## src/rtl/clod_pim_row_sequencer_if.sv

```systemverilog
// Command and address-handshake bundle between the PIM controller/array and the row sequencer.
interface clod_pim_row_sequencer_if #(
  parameter int addr_bits = 10
);
  logic                 i_start;
  logic [addr_bits-1:0] i_base;
  logic [addr_bits:0]   i_len;
  logic                 i_abort;
  logic [addr_bits-1:0] o_addr;
  logic                 o_addr_valid;
  logic                 i_addr_ready;
  logic                 o_busy;
  logic                 o_done;
  logic                 o_cmd_err;
  logic [addr_bits:0]   o_beat_count;

  modport master (
    output i_start, i_base, i_len, i_abort, i_addr_ready,
    input  o_addr, o_addr_valid, o_busy, o_done, o_cmd_err, o_beat_count
  );

  modport slave (
    input  i_start, i_base, i_len, i_abort, i_addr_ready,
    output o_addr, o_addr_valid, o_busy, o_done, o_cmd_err, o_beat_count
  );
endinterface

```

## src/rtl/clod_pim_row_sequencer.sv

```systemverilog
// Row address sequencer: turns a (base, length) command into a valid/ready stream of
// row addresses that wrap at num_rows-1, with done/error pulses and a beat counter.
module clod_pim_row_sequencer #(
  parameter int num_rows  = 1024,
  parameter int addr_bits = 10
) (
  input  logic                     i_clk,
  input  logic                     i_reset,
  clod_pim_row_sequencer_if.slave  bus
);

  typedef enum logic [1:0] {
    ST_IDLE  = 2'd0,
    ST_ISSUE = 2'd1,
    ST_DONE  = 2'd2
  } state_t;

  localparam logic [addr_bits-1:0] last_row_c = addr_bits'(num_rows - 1);
  localparam logic [addr_bits:0]   max_len_c  = (addr_bits + 1)'(num_rows);

  state_t               state_r;
  state_t               state_nxt_s;
  logic [addr_bits-1:0] addr_r;
  logic [addr_bits-1:0] addr_nxt_s;
  logic [addr_bits-1:0] addr_inc_s;
  logic [addr_bits:0]   remaining_r;
  logic [addr_bits:0]   remaining_nxt_s;
  logic [addr_bits:0]   beat_r;
  logic [addr_bits:0]   beat_nxt_s;
  logic                 valid_r;
  logic                 valid_nxt_s;
  logic                 busy_r;
  logic                 busy_nxt_s;
  logic                 done_r;
  logic                 done_nxt_s;
  logic                 err_r;
  logic                 err_nxt_s;
  logic                 handshake_s;
  logic                 cmd_ok_s;

  assign handshake_s = valid_r & bus.i_addr_ready;
  assign cmd_ok_s    = ({1'b0, bus.i_base} < max_len_c) && (bus.i_len <= max_len_c);
  assign addr_inc_s  = (addr_r == last_row_c) ? {addr_bits{1'b0}} : addr_r + addr_bits'(1);

  // State register.
  always_ff @(posedge i_clk or posedge i_reset) begin
    if (i_reset) begin
      state_r <= ST_IDLE;
    end else begin
      state_r <= state_nxt_s;
    end
  end

  // Next-state decode; abort wins over a same-cycle final handshake.
  always_comb begin
    state_nxt_s = state_r;
    case (state_r)
      ST_IDLE: begin
        if (bus.i_start && cmd_ok_s) begin
          state_nxt_s = (bus.i_len != {(addr_bits + 1){1'b0}}) ? ST_ISSUE : ST_DONE;
        end else begin
          state_nxt_s = ST_IDLE;
        end
      end
      ST_ISSUE: begin
        if (bus.i_abort) begin
          state_nxt_s = ST_IDLE;
        end else if (handshake_s && (remaining_r == (addr_bits + 1)'(1))) begin
          state_nxt_s = ST_DONE;
        end else begin
          state_nxt_s = ST_ISSUE;
        end
      end
      ST_DONE: state_nxt_s = ST_IDLE;
      default: state_nxt_s = ST_IDLE;
    endcase
  end

  // Next values of the registered outputs and datapath.
  always_comb begin
    addr_nxt_s      = addr_r;
    remaining_nxt_s = remaining_r;
    beat_nxt_s      = beat_r;
    valid_nxt_s     = (state_nxt_s == ST_ISSUE);
    busy_nxt_s      = (state_nxt_s != ST_IDLE);
    done_nxt_s      = (state_nxt_s == ST_DONE);
    err_nxt_s       = bus.i_start && ((state_r != ST_IDLE) || !cmd_ok_s);
    case (state_r)
      ST_IDLE: begin
        if (bus.i_start && cmd_ok_s) begin
          addr_nxt_s      = bus.i_base;
          remaining_nxt_s = bus.i_len;
          beat_nxt_s      = {(addr_bits + 1){1'b0}};
        end else begin
          addr_nxt_s      = addr_r;
        end
      end
      ST_ISSUE: begin
        if (handshake_s) begin
          addr_nxt_s      = addr_inc_s;
          remaining_nxt_s = remaining_r - (addr_bits + 1)'(1);
          beat_nxt_s      = beat_r + (addr_bits + 1)'(1);
        end else begin
          addr_nxt_s      = addr_r;
        end
      end
      default: begin
        addr_nxt_s = addr_r;
      end
    endcase
  end

  // Output and datapath registers.
  always_ff @(posedge i_clk or posedge i_reset) begin
    if (i_reset) begin
      addr_r      <= {addr_bits{1'b0}};
      remaining_r <= {(addr_bits + 1){1'b0}};
      beat_r      <= {(addr_bits + 1){1'b0}};
      valid_r     <= 1'b0;
      busy_r      <= 1'b0;
      done_r      <= 1'b0;
      err_r       <= 1'b0;
    end else begin
      addr_r      <= addr_nxt_s;
      remaining_r <= remaining_nxt_s;
      beat_r      <= beat_nxt_s;
      valid_r     <= valid_nxt_s;
      busy_r      <= busy_nxt_s;
      done_r      <= done_nxt_s;
      err_r       <= err_nxt_s;
    end
  end

  assign bus.o_addr       = addr_r;
  assign bus.o_addr_valid = valid_r;
  assign bus.o_busy       = busy_r;
  assign bus.o_done       = done_r;
  assign bus.o_cmd_err    = err_r;
  assign bus.o_beat_count = beat_r;

endmodule

```

## src/flat_wrapper.sv

```systemverilog
// flat-port wrapper written by rule: the top's interface ports become plain ports
module clod_pim_row_sequencer_flat 
#(
  parameter int num_rows  = 1024,
  parameter int addr_bits = 10
)
  (i_clk, i_reset, bus_i_start, bus_i_base, bus_i_len, bus_i_abort, bus_i_addr_ready, bus_o_addr, bus_o_addr_valid, bus_o_busy, bus_o_done, bus_o_cmd_err, bus_o_beat_count);
  clod_pim_row_sequencer_if #(.addr_bits(addr_bits)) bus_i ();
  input  logic i_clk;
  input  logic i_reset;
  input wire logic [$bits(bus_i.i_start)-1:0] bus_i_start;
  input wire logic [$bits(bus_i.i_base)-1:0] bus_i_base;
  input wire logic [$bits(bus_i.i_len)-1:0] bus_i_len;
  input wire logic [$bits(bus_i.i_abort)-1:0] bus_i_abort;
  input wire logic [$bits(bus_i.i_addr_ready)-1:0] bus_i_addr_ready;
  output wire logic [$bits(bus_i.o_addr)-1:0] bus_o_addr;
  output wire logic [$bits(bus_i.o_addr_valid)-1:0] bus_o_addr_valid;
  output wire logic [$bits(bus_i.o_busy)-1:0] bus_o_busy;
  output wire logic [$bits(bus_i.o_done)-1:0] bus_o_done;
  output wire logic [$bits(bus_i.o_cmd_err)-1:0] bus_o_cmd_err;
  output wire logic [$bits(bus_i.o_beat_count)-1:0] bus_o_beat_count;
  assign bus_i.i_start = bus_i_start;
  assign bus_i.i_base = bus_i_base;
  assign bus_i.i_len = bus_i_len;
  assign bus_i.i_abort = bus_i_abort;
  assign bus_i.i_addr_ready = bus_i_addr_ready;
  assign bus_o_addr = bus_i.o_addr;
  assign bus_o_addr_valid = bus_i.o_addr_valid;
  assign bus_o_busy = bus_i.o_busy;
  assign bus_o_done = bus_i.o_done;
  assign bus_o_cmd_err = bus_i.o_cmd_err;
  assign bus_o_beat_count = bus_i.o_beat_count;
  clod_pim_row_sequencer #(.num_rows(num_rows), .addr_bits(addr_bits)) u_core (.i_clk(i_clk), .i_reset(i_reset), .bus(bus_i));
endmodule
```

## config.mk

```make
export PLATFORM = sky130hd
export DESIGN_NAME = clod_pim_row_sequencer_flat
export DESIGN_NICKNAME = d
export VERILOG_FILES = /design/src/rtl/clod_pim_row_sequencer_if.sv /design/src/rtl/clod_pim_row_sequencer.sv /design/src/flat_wrapper.sv
export SDC_FILE = /design/constraint.sdc
export NUM_CORES = 1
export LEC_CHECK = 0
export CAP_MARGIN = 10
export CORE_AREA = 3 3 73 75
export DETAILED_ROUTE_END_ITERATION = 8
export DIE_AREA = 0 0 76 78
export GPL_ROUTABILITY_DRIVEN = 0
export PLACE_DENSITY = 0.72
export SETUP_SLACK_MARGIN = 0.2
export SLEW_MARGIN = 20
export SYNTH_ARGS = -nofsm -noshare
export SYNTH_HDL_FRONTEND = slang
export SYNTH_SLANG_ARGS = --single-unit
```

## constraint.sdc

```tcl
create_clock -name i_clk -period 2.3 [get_ports i_clk]
set_input_delay 0.69 -clock i_clk [delete_from_list [all_inputs] [get_ports i_clk]]
set_output_delay 0.69 -clock i_clk [all_outputs]
set_load 0.02 [all_outputs]
```

Word level (Yosys, flattened, before mapping)
Cells that the tools add are included.

storage, ports and cells
  register bits = 38
  bits of input ports = 26
  output and inout port bits = 25
  word-level logic and storage cells = 46

operators by class
  add/subtract/negate cells = 3
  $lt $le $gt $ge = 1
  equal/unequal tests = 7
  muxes and demuxes = 15
  bitwise logic cells = 1
  reductions and logical operators = 11

operators with widths
  cell                     number
  $mux W11                 4
  $pmux W11 S2             2
  $mux W10                 3
  $pmux W10 S2             1
  $add A11 B1 Y11 const B  1
  $eq A11 B1 Y1 const B    1
  $le A11 B11 Y1 const B   1
  $reduce_bool A11 Y1      1
  $sub A11 B1 Y11 const B  1
  $add A10 B1 Y10 const B  1
  $eq A10 B10 Y1 const B   1
  $mux W2                  4
  $reduce_bool A2 Y1       3
  $eq A2 B1 Y1 const B     2
  $ne A2 B1 Y1 const B     2
  $pmux W2 S2              1
  $logic_and A1 B1 Y1      3
  $reduce_and A3 Y1        1
  $eq A2 B2 Y1 const B     1
  $logic_not A2 Y1         1
  $and A1 B1 Y1            1
  $logic_not A1 Y1         1
  $logic_or A1 B1 Y1       1

Longest topological paths before layout
Gate-level depths: netlist of the first run.

  depth after elaboration = 6
  depth in mapped cells = 7
  mapped depth without buffers = 6

Worst setup path before layout of the first run
Ideal clock, no wire load.

  path kind = input to register
  from = input port bus_i_start
  to = register u_core.addr_r[7] (netlist: u_core.bus.o_addr[7])
  library setup time = 0.087 ns
  arrival time = 1.941 ns
  path slack = 0.273 ns
  stages on the path = 5
  buffers on the path = 0
  cell sequence = or3b_1 -> and4b_1 -> nor2_1 -> or4_1 -> o211ai_1

on the way
  word-level cells in the longest chain between the ends = 3

ends and longest elaborated chain
  item                                RTL line                       source
  start, declared                     flat_wrapper.sv:11             input wire logic [$bits(bus_i.i_start)-1:0] bus_i_start;
  $logic_and A1 B1 Y1                 clod_pim_row_sequencer.sv:90   if (bus.i_start && cmd_ok_s) begin
  $ne A2 B1 Y1 (no source line)       -
  $reduce_and A3 Y1 (no source line)  -
  end signal, assigned                clod_pim_row_sequencer.sv:116  addr_r <= {addr_bits{1'b0}};
  end signal, assigned                clod_pim_row_sequencer.sv:124  addr_r <= addr_nxt_s;
  end, declared                       clod_pim_row_sequencer.sv:23   logic [addr_bits-1:0] addr_r;

No other way between the ends.
A chain may end at the register's enable or synchronous reset.

Worst setup path after layout of the first run
  from = input port bus_i_len[10]
  to = register u_core.addr_r[5] (netlist: u_core.bus.o_addr[5])

on the way
  word-level cells in the longest chain between the ends = 4

ends and longest elaborated chain
  item                                RTL line                      source
  start, declared                     flat_wrapper.sv:13            input wire logic [$bits(bus_i.i_len)-1:0] bus_i_len;
  $le A11 B11 Y1                      clod_pim_row_sequencer.sv:42  assign cmd_ok_s = ({1'b0, bus.i_base} < max_len_c) && (bus.i_len <= max_len_c);
  $logic_and A1 B1 Y1                 clod_pim_row_sequencer.sv:90
  $ne A2 B1 Y1 (no source line)       -
  $reduce_and A3 Y1 (no source line)  -

No other way between the ends.

==> insert_results.sql, run 1 <==
INSERT INTO impl_metrics (metric_group, metric, value, unit) VALUES
('placed_design', 'dp.cells', '375', ''),
('global_routing', 'grt-ovfl-total', '0', ''),
('cts', 'clkLatencyLatePin', '0.29', 'ns'),
('cts', 'clock_sinks', '38', ''),
('power_and_ir_drop', 'pwr-share-comb', '0.313', ''),
('cells_and_area', 'layout.nets', '347', ''),
('timing', 'period_share', '0.8979', ''),
('floorplan', 'die_area', '0.005928', 'mm2'),
('cells_and_area', 'instances_no_fill', '385', ''),
('critical_path', 'crit_chain', 'clkdlybuf4s50_1, o41ai_1, buf_4, nor2_4, or4_1, nand3_1', ''),
('run', 'max-cap-violations', '0', ''),
('critical_path', 'critPathMaxStageDelay', '0.47', 'ns'),
('synth', 'ys_warn_count', '0', ''),
('synth', 'yosysUniqueCellTypes', '45', ''),
('synth', 'synth-edff-count', '0', ''),
('floorplan', 'floorplan.rows', '25', ''),
('cts', 'tritoncts', 'done', ''),
('timing', 'finalMaxSlewViolations', '0', ''),
('critical_path', 'crit_type', 'in -> reg', ''),
('hold_path', 'worst_hold_path.num_cells', '2', ''),
('cells_and_area', 'area.growth.synth_to_final', '43.19', '%'),
('timing', 'grt_setup_unrepaired', 'true', ''),
('placed_design', 'portBuffers', '50', ''),
('global_routing', 'antenna_violations_before_repair', '0', ''),
('global_routing', 'wire_length_of_the_first_global_routing_pass', '9.149', 'mm'),
('timing', 'maxSlewHeadroom', '0.6230', ''),
('timing', 'report.final.setup_viol', '0', ''),
('detailed_routing', 'drt_first_iter_violations', '218', ''),
('power_and_ir_drop', 'power.clock.fraction', '0.291', ''),
('detailed_routing', 'wirelength', '5.550', 'mm'),
('synth', 'synth_area_per_inst', '8.702', 'um2'),
('cells_and_area', 'number_of_antenna_repair_diodes', '0', ''),
('placed_design', 'place_hpwl', '4.004', 'mm'),
('detailed_routing', 'ant_nets', '0', ''),
('floorplan', 'die_span_in_x', '76', 'um'),
('cells_and_area', 'fillers', '425', ''),
('critical_path', 'cpMaxStageDelayCell', 'sky130_fd_sc_hd__or4_1', ''),
('cts', 'clk_pin_slew_worst_paths', '0.07', 'ns'),
('detailed_routing', 'viasPerCell', '5.390', ''),
('global_routing', 'track_usage', '0.1892', ''),
('global_routing', 'grt_util_met2', '0.3112', ''),
('synth', 'synth_nets', '274', ''),
('power_and_ir_drop', 'switching_share', '0.3341', ''),
('critical_path', 'critical_path_peak_fanout', '5', ''),
('cts', 'clock-root-buffer', 'sky130_fd_sc_hd__clkbuf_8', ''),
('synth', 'synth-main-ff-cell', 'sky130_fd_sc_hd__dfrtp_1', ''),
('critical_path', 'critical_path.endpoint_type', 'register', ''),
('timing', 'crit_path_time_final', '2.065', 'ns'),
('global_routing', 'grt_max_degree', '40', ''),
('synth', 'async_reset_ff_frac', '1.000', ''),
('floorplan', 'start_util', '0.4495', ''),
('power_and_ir_drop', 'power_switching', '0.8063', 'mW'),
('detailed_routing', 'drt_first_pass_iters', '4', ''),
('power_and_ir_drop', 'internal-power', '1.607', 'mW'),
('cts', 'cts_made_buffers', '5', ''),
('global_routing', 'number_of_global_route_vias_before_repair', '1981', ''),
('cells_and_area', 'drive_gt1_frac', '0.1289', ''),
('global_routing', 'grtUsageMet1', '0.2531', ''),
('hold_path', 'hold_path.class', 'reg -> reg', ''),
('power_and_ir_drop', 'post-layout-total-power', '2.413', 'mW'),
('detailed_routing', 'remaining_drc_errors', '0', ''),
('floorplan', 'core-area', '0.004723', 'mm2'),
('power_and_ir_drop', 'pwr-share-seq', '0.396', ''),
('detailed_routing', 'via_count', '2075', ''),
('critical_path', 'arrival_time_worst_endpoint', '2.30', 'ns'),
('synth', 'ys_seq_elements', '38', ''),
('timing', 'final.setup_skew', '0.004594', 'ns'),
('run_status', 'status', 'finished clean', ''),
('power_and_ir_drop', 'ir_worst_vdd', '0.0004074', 'V'),
('cts', 'clk_path_buf_depth', '2', ''),
('timing', 'worst_pin_slew', '0.5644', 'ns');
## cells by family after synthesis
group / count (synthesis) / share of synthesized area
DFF: 38 / 0.4478
buffers and inverters: 22 / 0.04007
AOI/OAI and AO/OA: 72 / 0.2121
and+or+nand+nor: 99 / 0.2393
adders and majority gates: 4 / 0.02357
xor gates and xnor gates: 9 / 0.03713
## Yosys cell counts, drive strengths merged (4+ instances only)
cell type	number	area, um2
inv	11	41.29
ha	4	50.05
nand2	15	56.30
nor2	33	123.9
nor3	6	30.03
buf	4	17.52
nor4	6	37.54
o22ai	4	25.02
clkbuf	7	26.28
o21ai	21	105.1
xor2	6	52.55
nand4	5	31.28
dfrtp	38	950.9
a21oi	20	100.1
nand3	14	70.07
## cells in the final DEF, fill, tap and decap left out, drive strengths merged, types with 3 or more instances in the layout
cell type      synthesis  routed
o21ai                 21      21
nor2                  33      33
nand4b                 3       3
or4                    3       3
dlygate4sd2            0       8
nand2                 15      15
o22a                   3       3
clkdlybuf4s50          0      37
nor2b                  3       3
dlymetal6s2s           0       5
dfrtp                 38      38
buf                    4      27
nor3                   6       6
nor4                   6       6
nand4                  5       5
xor2                   6       6
nand3                 14      14
a21oi                 20      20
ha                     4       4
inv                   11      11
o22ai                  4       4
clkbuf                 7       6
o211ai                 3       3
xnor2                  3       3
a22oi                  3       3
## layer usage
layer  vias up  wire (um)
li1       1048          -
met1       971       2639
met2        54       2619
met3         2        270
met4         0         21
met5         -          0
## power by group through the flow
| stage | combinational (mW) | sequential (mW) | clock [mW] |
|---|---|---|---|
| final | 0.755 | 0.956 | 0.703 |
| after global routing | 0.838 | 0.979 | 0.737 |
| after CTS | 0.753 | 0.951 | 0.712 |
| after detailed placement | 0.749 | 0.964 | 0 |
| after global placement | 0.736 | 0.959 | 0 |
| after floorplan | 0.360 | 1.01 | 0 |
## registers in the layout, indices dropped and copies added, names as in the netlist
name	cells
u_core.bus.o_beat_count	11
u_core.remaining_r	11
u_core.bus.o_addr	10
u_core.state_r	2
u_core.bus.o_addr_valid	1
u_core.bus.o_busy	1
u_core.bus.o_cmd_err	1
u_core.bus.o_done	1
## area by class of cell
| cell class | instances | area, um2 | share of cell area |
|---|---|---|---|
| timing repair buffer | 77 | 709.4 | 0.2333 |
| clock buffer | 6 | 82.58 | 0.02716 |
| multi-input combinational | 184 | 1112 | 0.3658 |
| tap | 67 | 83.83 | 0.02757 |
| clock inverter | 2 | 60.06 | 0.01975 |
| sequential | 38 | 950.9 | 0.3128 |
| inverter | 11 | 41.29 | 0.01358 |
## metrics by stage
stage	cell area [um2]	util	hold slack, ns	TNS [ns]	setup WS, ns
6_report	3040	0.6437	0.5269	0	0.2348
3_3_place_gp	2854	0.6042	0.4967	-5.745	-0.2644
2_1_floorplan	2123	-	0.4698	0	0.2728
5_1_grt	3040	0.6437	0.5537	0	0.1468
4_1_cts	3005	0.6363	0.5248	0	0.2091
3_5_place_dp	2854	0.6042	0.5026	-9.437	-0.3526
## what timing repair did
item / CTS / global route
hold buffers: 0 / 0
setup buffers: 0 / 2
gates resized for setup: 12 / 10
endpoints found under the setup margin: 38 / 21
pin swaps: 5 / 2
## path summary, 6_finish.rpt
| check | start | end | slack (ns) |
|---|---|---|---|
| worst max-delay path | bus_i_len[10] | u_core.bus.o_addr[5] | 0.23 |
| worst min-delay path | u_core.remaining_r[10] | u_core.remaining_r[10] | 0.53 |
| worst max register to register | u_core.bus.o_addr[1] | u_core.bus.o_addr[6] | 0.32 |
| worst min register to register | u_core.remaining_r[10] | u_core.remaining_r[10] | 0.53 |
| max in group asynchronous | i_reset | u_core.remaining_r[4] | 1.14 |
| min in group asynchronous | i_reset | u_core.bus.o_beat_count[5] | 0.82 |
## worst max-delay path: cells and delay by family
kind	cells	cell delay (ns)
and+or+nand+nor	3	0.59
buffers and inverters	2	0.63
AOI/OAI and AO/OA	1	0.39
Note: power is estimated with default switching activity, not from simulation.
==> inputs of run 2 (changes only) <==
--- a/config.mk
+++ b/config.mk
@@ -6,11 +6,11 @@
 export NUM_CORES = 1
 export LEC_CHECK = 0
 export CAP_MARGIN = 10
-export CORE_AREA = 3 3 73 75
+export CORE_AREA = 3 3 70 72
 export DETAILED_ROUTE_END_ITERATION = 8
-export DIE_AREA = 0 0 76 78
+export DIE_AREA = 0 0 73 75
 export GPL_ROUTABILITY_DRIVEN = 0
-export PLACE_DENSITY = 0.72
+export PLACE_DENSITY = 0.78
 export SETUP_SLACK_MARGIN = 0.2
 export SLEW_MARGIN = 20
 export SYNTH_ARGS = -nofsm -noshare
==> insert_results.sql, run 2 (same netlist as run 1, synthesis figures left out) <==
INSERT INTO impl_metrics (metric_group, metric, value, unit) VALUES
('run_status', 'status', 'finished clean', ''),
('cts', 'post-cts-setup-buffer-count', '0', ''),
('cts', 'cts_htree_levels', '2', ''),
('timing', 'grt_setup_unrepaired', 'true', ''),
('detailed_routing', 'routedWlPerCell', '15.08', 'um'),
('cells_and_area', 'drive_gt1_frac', '0.1415', ''),
('floorplan', 'chipHeight', '75', 'um'),
('global_routing', 'grt-ovfl-total', '0', ''),
('timing', 'maxSlewHeadroom', '0.6713', ''),
('floorplan', 'die_area', '0.005475', 'mm2'),
('critical_path', 'critical_path_peak_fanout', '7', ''),
('cts', 'tritoncts', 'done', ''),
('power_and_ir_drop', 'powerDensity', '725.2', 'mW/mm2'),
('timing', 'final.setup_skew', '0.005040', 'ns'),
('critical_path', 'critical_path.reg2reg.startpoint', 'u_core.state_r[0]', ''),
('detailed_routing', 'via_count', '2151', ''),
('detailed_routing', 'drt_first_iter_violations', '201', ''),
('floorplan', 'start_util', '0.4876', ''),
('timing', 'worst_pin_slew', '0.4930', 'ns'),
('power_and_ir_drop', 'ir_worst_vdd', '0.0004426', 'V'),
('detailed_routing', 'drt_first_pass_iters', '5', ''),
('timing', 'max_clock_freq', '485.3', 'MHz'),
('detailed_routing', 'ant_nets', '0', ''),
('detailed_routing', 'viasPerCell', '5.814', ''),
('cells_and_area', 'area.growth.synth_to_final', '40.72', '%'),
('timing', 'period_share', '0.8959', ''),
('global_routing', 'track_usage', '0.2142', ''),
('cts', 'clock-root-buffer', 'sky130_fd_sc_hd__clkbuf_8', ''),
('global_routing', 'number_of_global_route_vias_before_repair', '1987', ''),
('cells_and_area', 'number_of_antenna_repair_diodes', '0', ''),
('critical_path', 'cp_data_required_time', '2.51', 'ns'),
('detailed_routing', 'remaining_drc_errors', '0', ''),
('critical_path', 'critical_path.endpoint_type', 'register', ''),
('hold_path', 'hold_path.class', 'reg -> reg', ''),
('placed_design', 'portBuffers', '50', ''),
('cells_and_area', 'layout.core_utilization', '0.6862', ''),
('global_routing', 'grt_max_degree', '40', ''),
('floorplan', 'design.portCount', '51', ''),
('global_routing', 'antenna_violations_before_repair', '0', ''),
('timing', 'report.final.setup_viol', '0', ''),
('run', 'max-cap-violations', '0', ''),
('cts', 'clkLatencyLatePin', '0.29', 'ns'),
('cells_and_area', 'stdcell_area', '0.002988', 'mm2'),
('cells_and_area', 'layout.nets', '349', ''),
('placed_design', 'place_hpwl', '4.019', 'mm'),
('cts', 'clk_path_buf_depth', '2', ''),
('critical_path', 'arrival_time_worst_endpoint', '2.27', 'ns'),
('timing', 'setup_ws', '0.2395', 'ns'),
('placed_design', 'placed_area', '0.002865', 'mm2'),
('critical_path', 'timing.critical_path.from', 'bus_i_start', ''),
('power_and_ir_drop', 'post-layout-total-power', '2.167', 'mW'),
('global_routing', 'wire_length_of_the_first_global_routing_pass', '9.190', 'mm'),
('floorplan', 'floorplan.rows', '24', ''),
('detailed_routing', 'wirelength', '5.579', 'mm'),
('cts', 'hold_buffers', '0', ''),
('cts', 'cts_made_buffers', '5', ''),
('placed_design', 'detailedPlace.worstSlack', '-0.3000', 'ns'),
('cells_and_area', 'layout_common_cells', 'sky130_fd_sc_hd__dfrtp_1 (38), sky130_fd_sc_hd__clkdlybuf4s50_1 (36), sky130_fd_sc_hd__nor2_1 (32), sky130_fd_sc_hd__buf_4 (29), sky130_fd_sc_hd__o21ai_0 (21)', ''),
('power_and_ir_drop', 'power_leakage', '1.301', 'nW'),
('floorplan', 'die_span_in_x', '73', 'um'),
('timing', 'finalMaxSlewViolations', '0', ''),
('hold_path', 'startpoint_of_the_worst_hold_path', 'u_core.remaining_r[9]', ''),
('floorplan', 'core-area', '0.004354', 'mm2'),
('timing', 'report.final.hold_viol_count', '0', ''),
('critical_path', 'crit_type', 'in -> reg', ''),
('cts', 'clk_pin_slew_worst_paths', '0.07', 'ns'),
('timing', 'crit_path_time_final', '2.060', 'ns'),
('cells_and_area', 'layout_commonest_cell', 'sky130_fd_sc_hd__dfrtp_1', ''),
('critical_path', 'setup.worst_path.start_class', 'input pin', ''),
('cts', 'clock_sinks', '38', '');
[run 2: final timing paths]
path	endpoint	slack, ns	cells after the start
max	u_core.bus.o_addr[7]	0.24	6
min	u_core.remaining_r[9]	0.54	1
max reg2reg	u_core.bus.o_addr[7]	0.38	5
min reg2reg	u_core.remaining_r[9]	0.54	1
max in group asynchronous	u_core.bus.o_beat_count[10]	1.14	3
min in group asynchronous	u_core.bus.o_busy	0.81	3
[run 2: power by group]
| group | total [mW] | switching, mW | internal [mW] | leakage [nW] |
|---|---|---|---|---|
| registers | 0.970 | 0.169 | 0.801 | 0.485 |
| clock network | 0.457 | 0.225 | 0.231 | 0.0431 |
| logic | 0.740 | 0.404 | 0.336 | 0.773 |
[run 2: stage by stage]
stage | std cells | setup TNS (ns) | hold slack (ns)
floorplan | 244 | 0 | 0.4698
global placement | 364 | -6.228 | 0.4988
detailed placement | 364 | -7.245 | 0.5019
CTS | 370 | 0 | 0.5374
global route | 370 | 0 | 0.5546
finish | 370 | 0 | 0.5384
[run 2: per-layer routing]
metal,routed length (um),part of all wire,vias up,GRT usage
met5,0,0,-,0
met4,64,0.011,0,0.05738
met3,348,0.062,7,0.04806
met2,2687,0.48,70,0.3535
met1,2479,0.44,1028,0.2850
li1,-,-,1046,-
[run 2: critical path, cell delays in order]
cell and delay [ns]:
sky130_fd_sc_hd__dlygate4sd2_1 0.24, sky130_fd_sc_hd__or3b_4 0.40, sky130_fd_sc_hd__and4b_2 0.32, sky130_fd_sc_hd__nor2_4 0.06, sky130_fd_sc_hd__or4_1 0.46, sky130_fd_sc_hd__o211ai_1 0.09
[run 2: repair_timing]
item                                    4_1_cts  5_1_grt
pin swaps                                     4        3
gates resized for setup                      15        8
endpoints found under the setup margin       35       12
[run 2: layout make-up]
cell class,instances,area (um2)
clock buffers,6,82.58
fillers,354,1366
inverters,11,41.29
multi-input cells,184,1132
flip-flops and latches,38,950.9
well taps,52,65.06
repair buffers,79,715.7
==> inputs of run 3 (changes only) <==
--- a/config.mk
+++ b/config.mk
@@ -6,12 +6,13 @@
 export NUM_CORES = 1
 export LEC_CHECK = 0
 export CAP_MARGIN = 10
-export CORE_AREA = 3 3 70 72
+export CORE_AREA = 2 2 69 71
 export DETAILED_ROUTE_END_ITERATION = 8
-export DIE_AREA = 0 0 73 75
+export DIE_AREA = 0 0 71 73
 export GPL_ROUTABILITY_DRIVEN = 0
 export PLACE_DENSITY = 0.78
 export SETUP_SLACK_MARGIN = 0.2
+export SKIP_LAST_GASP = 1
 export SLEW_MARGIN = 20
 export SYNTH_ARGS = -nofsm -noshare
 export SYNTH_HDL_FRONTEND = slang
==> insert_results.sql, run 3 (same netlist as run 1, synthesis figures left out) <==
INSERT INTO impl_metrics (metric_group, metric, value, unit) VALUES
('critical_path', 'arrival_time_worst_endpoint', '1.37', 'ns'),
('floorplan', 'die_area', '0.005183', 'mm2'),
('hold_path', 'hold_path.class', 'reg -> reg', ''),
('cells_and_area', 'fillers', '392', ''),
('critical_path', 'critical_path.reg2reg.startpoint', 'u_core.state_r[0]', ''),
('critical_path', 'category_of_cells_accounting_for_the_largest_share_of_critical_path_delay', 'buffers and inverters', ''),
('power_and_ir_drop', 'post-layout-total-power', '2.191', 'mW'),
('hold_path', 'startpoint_of_the_worst_hold_path', 'u_core.remaining_r[10]', ''),
('cells_and_area', 'layout.nets', '347', ''),
('cts', 'cts_made_buffers', '5', ''),
('cts', 'hold_buffers', '0', ''),
('run', 'max-cap-violations', '0', ''),
('floorplan', 'start_util', '0.4681', ''),
('floorplan', 'design.portCount', '51', ''),
('global_routing', 'grt_max_degree', '40', ''),
('critical_path', 'timing.critical_path.buf_inv', '1', ''),
('global_routing', 'wire_length_of_the_first_global_routing_pass', '9.032', 'mm'),
('timing', 'max_clock_freq', '486.1', 'MHz'),
('detailed_routing', 'remaining_drc_errors', '0', ''),
('cts', 'cts_htree_levels', '2', ''),
('global_routing', 'track_usage', '0.2223', ''),
('detailed_routing', 'drt_first_iter_violations', '147', ''),
('timing', 'final.setup_skew', '0.005221', 'ns'),
('critical_path', 'setup.worst_path.start_class', 'register', ''),
('placed_design', 'placed_area', '0.002853', 'mm2'),
('critical_path', 'timing.reg2reg.worst_path_depth', '6', ''),
('timing', 'worst_pin_slew', '0.5987', 'ns'),
('cts', 'clkLatencyLatePin', '0.30', 'ns'),
('placed_design', 'dp.cells', '364', ''),
('cts', 'clk_pin_slew_worst_paths', '0.08', 'ns'),
('cts', 'clock_sinks', '38', ''),
('power_and_ir_drop', 'ir_worst_vdd', '0.0004406', 'V'),
('power_and_ir_drop', 'power_leakage', '1.349', 'nW'),
('cts', 'tritoncts', 'done', ''),
('detailed_routing', 'via_count', '2118', ''),
('timing', 'report.final.hold_viol_count', '0', ''),
('detailed_routing', 'drt_first_pass_iters', '4', ''),
('critical_path', 'critPathMaxStageDelay', '0.63', 'ns'),
('critical_path', 'rrSetupSlack', '0.38', 'ns'),
('floorplan', 'chipHeight', '73', 'um'),
('cells_and_area', 'layout_commonest_cell', 'sky130_fd_sc_hd__dfrtp_1', ''),
('placed_design', 'detailedPlace.worstSlack', '-0.3575', 'ns'),
('timing', 'setup_tns', '0', 'ns'),
('cells_and_area', 'layout.core_utilization', '0.6585', ''),
('hold_path', 'worst_hold_path.num_cells', '2', ''),
('timing', 'report.final.setup_viol', '0', ''),
('cells_and_area', 'layout_common_cells', 'sky130_fd_sc_hd__dfrtp_1 (38), sky130_fd_sc_hd__nor2_1 (32), sky130_fd_sc_hd__clkdlybuf4s50_1 (32), sky130_fd_sc_hd__buf_4 (27), sky130_fd_sc_hd__a21oi_1 (19)', ''),
('floorplan', 'core-area', '0.004536', 'mm2'),
('placed_design', 'place_hpwl', '3.928', 'mm'),
('cells_and_area', 'stdcell_area', '0.002987', 'mm2'),
('cts', 'clock-root-buffer', 'sky130_fd_sc_hd__clkbuf_8', ''),
('timing', 'worst_hold_slack', '0.5324', 'ns'),
('critical_path', 'critical_path.endpoint_type', 'output pin', ''),
('detailed_routing', 'viasPerCell', '5.694', ''),
('cts', 'clk_path_buf_depth', '2', ''),
('detailed_routing', 'routedWlPerCell', '14.83', 'um'),
('cells_and_area', 'number_of_antenna_repair_diodes', '0', ''),
('timing', 'period_share', '0.8945', ''),
('placed_design', 'portBuffers', '50', ''),
('power_and_ir_drop', 'powerDensity', '733.7', 'mW/mm2'),
('critical_path', 'rr_endpoint', 'u_core.bus.o_addr[6]', ''),
('cells_and_area', 'drive_gt1_frac', '0.1352', ''),
('timing', 'crit_path_time_final', '2.057', 'ns'),
('hold_path', 'hold_ep', 'u_core.remaining_r[10]', ''),
('floorplan', 'die_span_in_x', '71', 'um'),
('run_status', 'status', 'finished clean', ''),
('critical_path', 'cpMaxStageDelayCell', 'sky130_fd_sc_hd__clkdlybuf4s50_1', ''),
('detailed_routing', 'wirelength', '5.515', 'mm'),
('cells_and_area', 'instances_no_fill', '372', ''),
('cells_and_area', 'area.growth.synth_to_final', '40.66', '%'),
('timing', 'grt_setup_unrepaired', 'true', ''),
('critical_path', 'crit_type', 'reg -> out', ''),
('critical_path', 'critical_path_peak_fanout', '5', ''),
('detailed_routing', 'ant_nets', '0', ''),
('timing', 'finalMaxSlewViolations', '0', ''),
('global_routing', 'number_of_global_route_vias_before_repair', '1961', ''),
('critical_path', 'cp_data_required_time', '1.61', 'ns'),
('global_routing', 'grt-ovfl-total', '0', ''),
('global_routing', 'antenna_violations_before_repair', '0', ''),
('floorplan', 'floorplan.rows', '25', ''),
('timing', 'maxSlewHeadroom', '0.6000', ''),
('critical_path', 'crit_chain', 'clkdlybuf4s50_1', ''),
('timing', 'setup_ws', '0.2426', 'ns');
-- run 3: cell type report --
type                    count  area, um2  share of cell area
clock buffers               6      82.58             0.02765
flip-flops and latches     38      950.9              0.3184
inverters                  11      41.29             0.01382
multi-input cells         184       1121              0.3754
repair buffers             77      710.7              0.2380
clock inverters             2      12.51            0.004189
well taps                  54      67.56             0.02262
-- run 3: report_power, final --
part | total [mW] | internal (mW) | switching [mW]
Combinational | 0.731 | 0.331 | 0.400
Clock | 0.490 | 0.241 | 0.249
Sequential | 0.971 | 0.801 | 0.170
Total | 2.19 | 1.37 | 0.819
-- run 3: worst max-delay path by stage --
stage | startpoint | endpoint | cells after the start
3_5_place_dp | bus_i_start | u_core.bus.o_addr[6] | 7
3_3_place_gp | bus_i_start | u_core.bus.o_addr[7] | 6
6_report | u_core.bus.o_beat_count[1] | bus_o_beat_count[1] | 1
4_1_cts | u_core.bus.o_addr[2] | bus_o_addr[2] | 1
2_1_floorplan | bus_i_start | u_core.bus.o_addr[7] | 5
5_1_grt | bus_i_len[7] | u_core.bus.o_addr[5] | 8
-- run 3: routing by layer --
metal,up-vias,GRT usage,routed length (um)
met5,-,0,0
met4,0,0.07966,68
met3,7,0.04006,270
met2,76,0.3572,2633
met1,988,0.3036,2542
li1,1047,-,-
-- run 3: repair_timing --
action	in CTS	in global routing
setup endpoints to repair	34	19
resized for setup	14	15
setup buffers	0	0
pin swaps	5	3
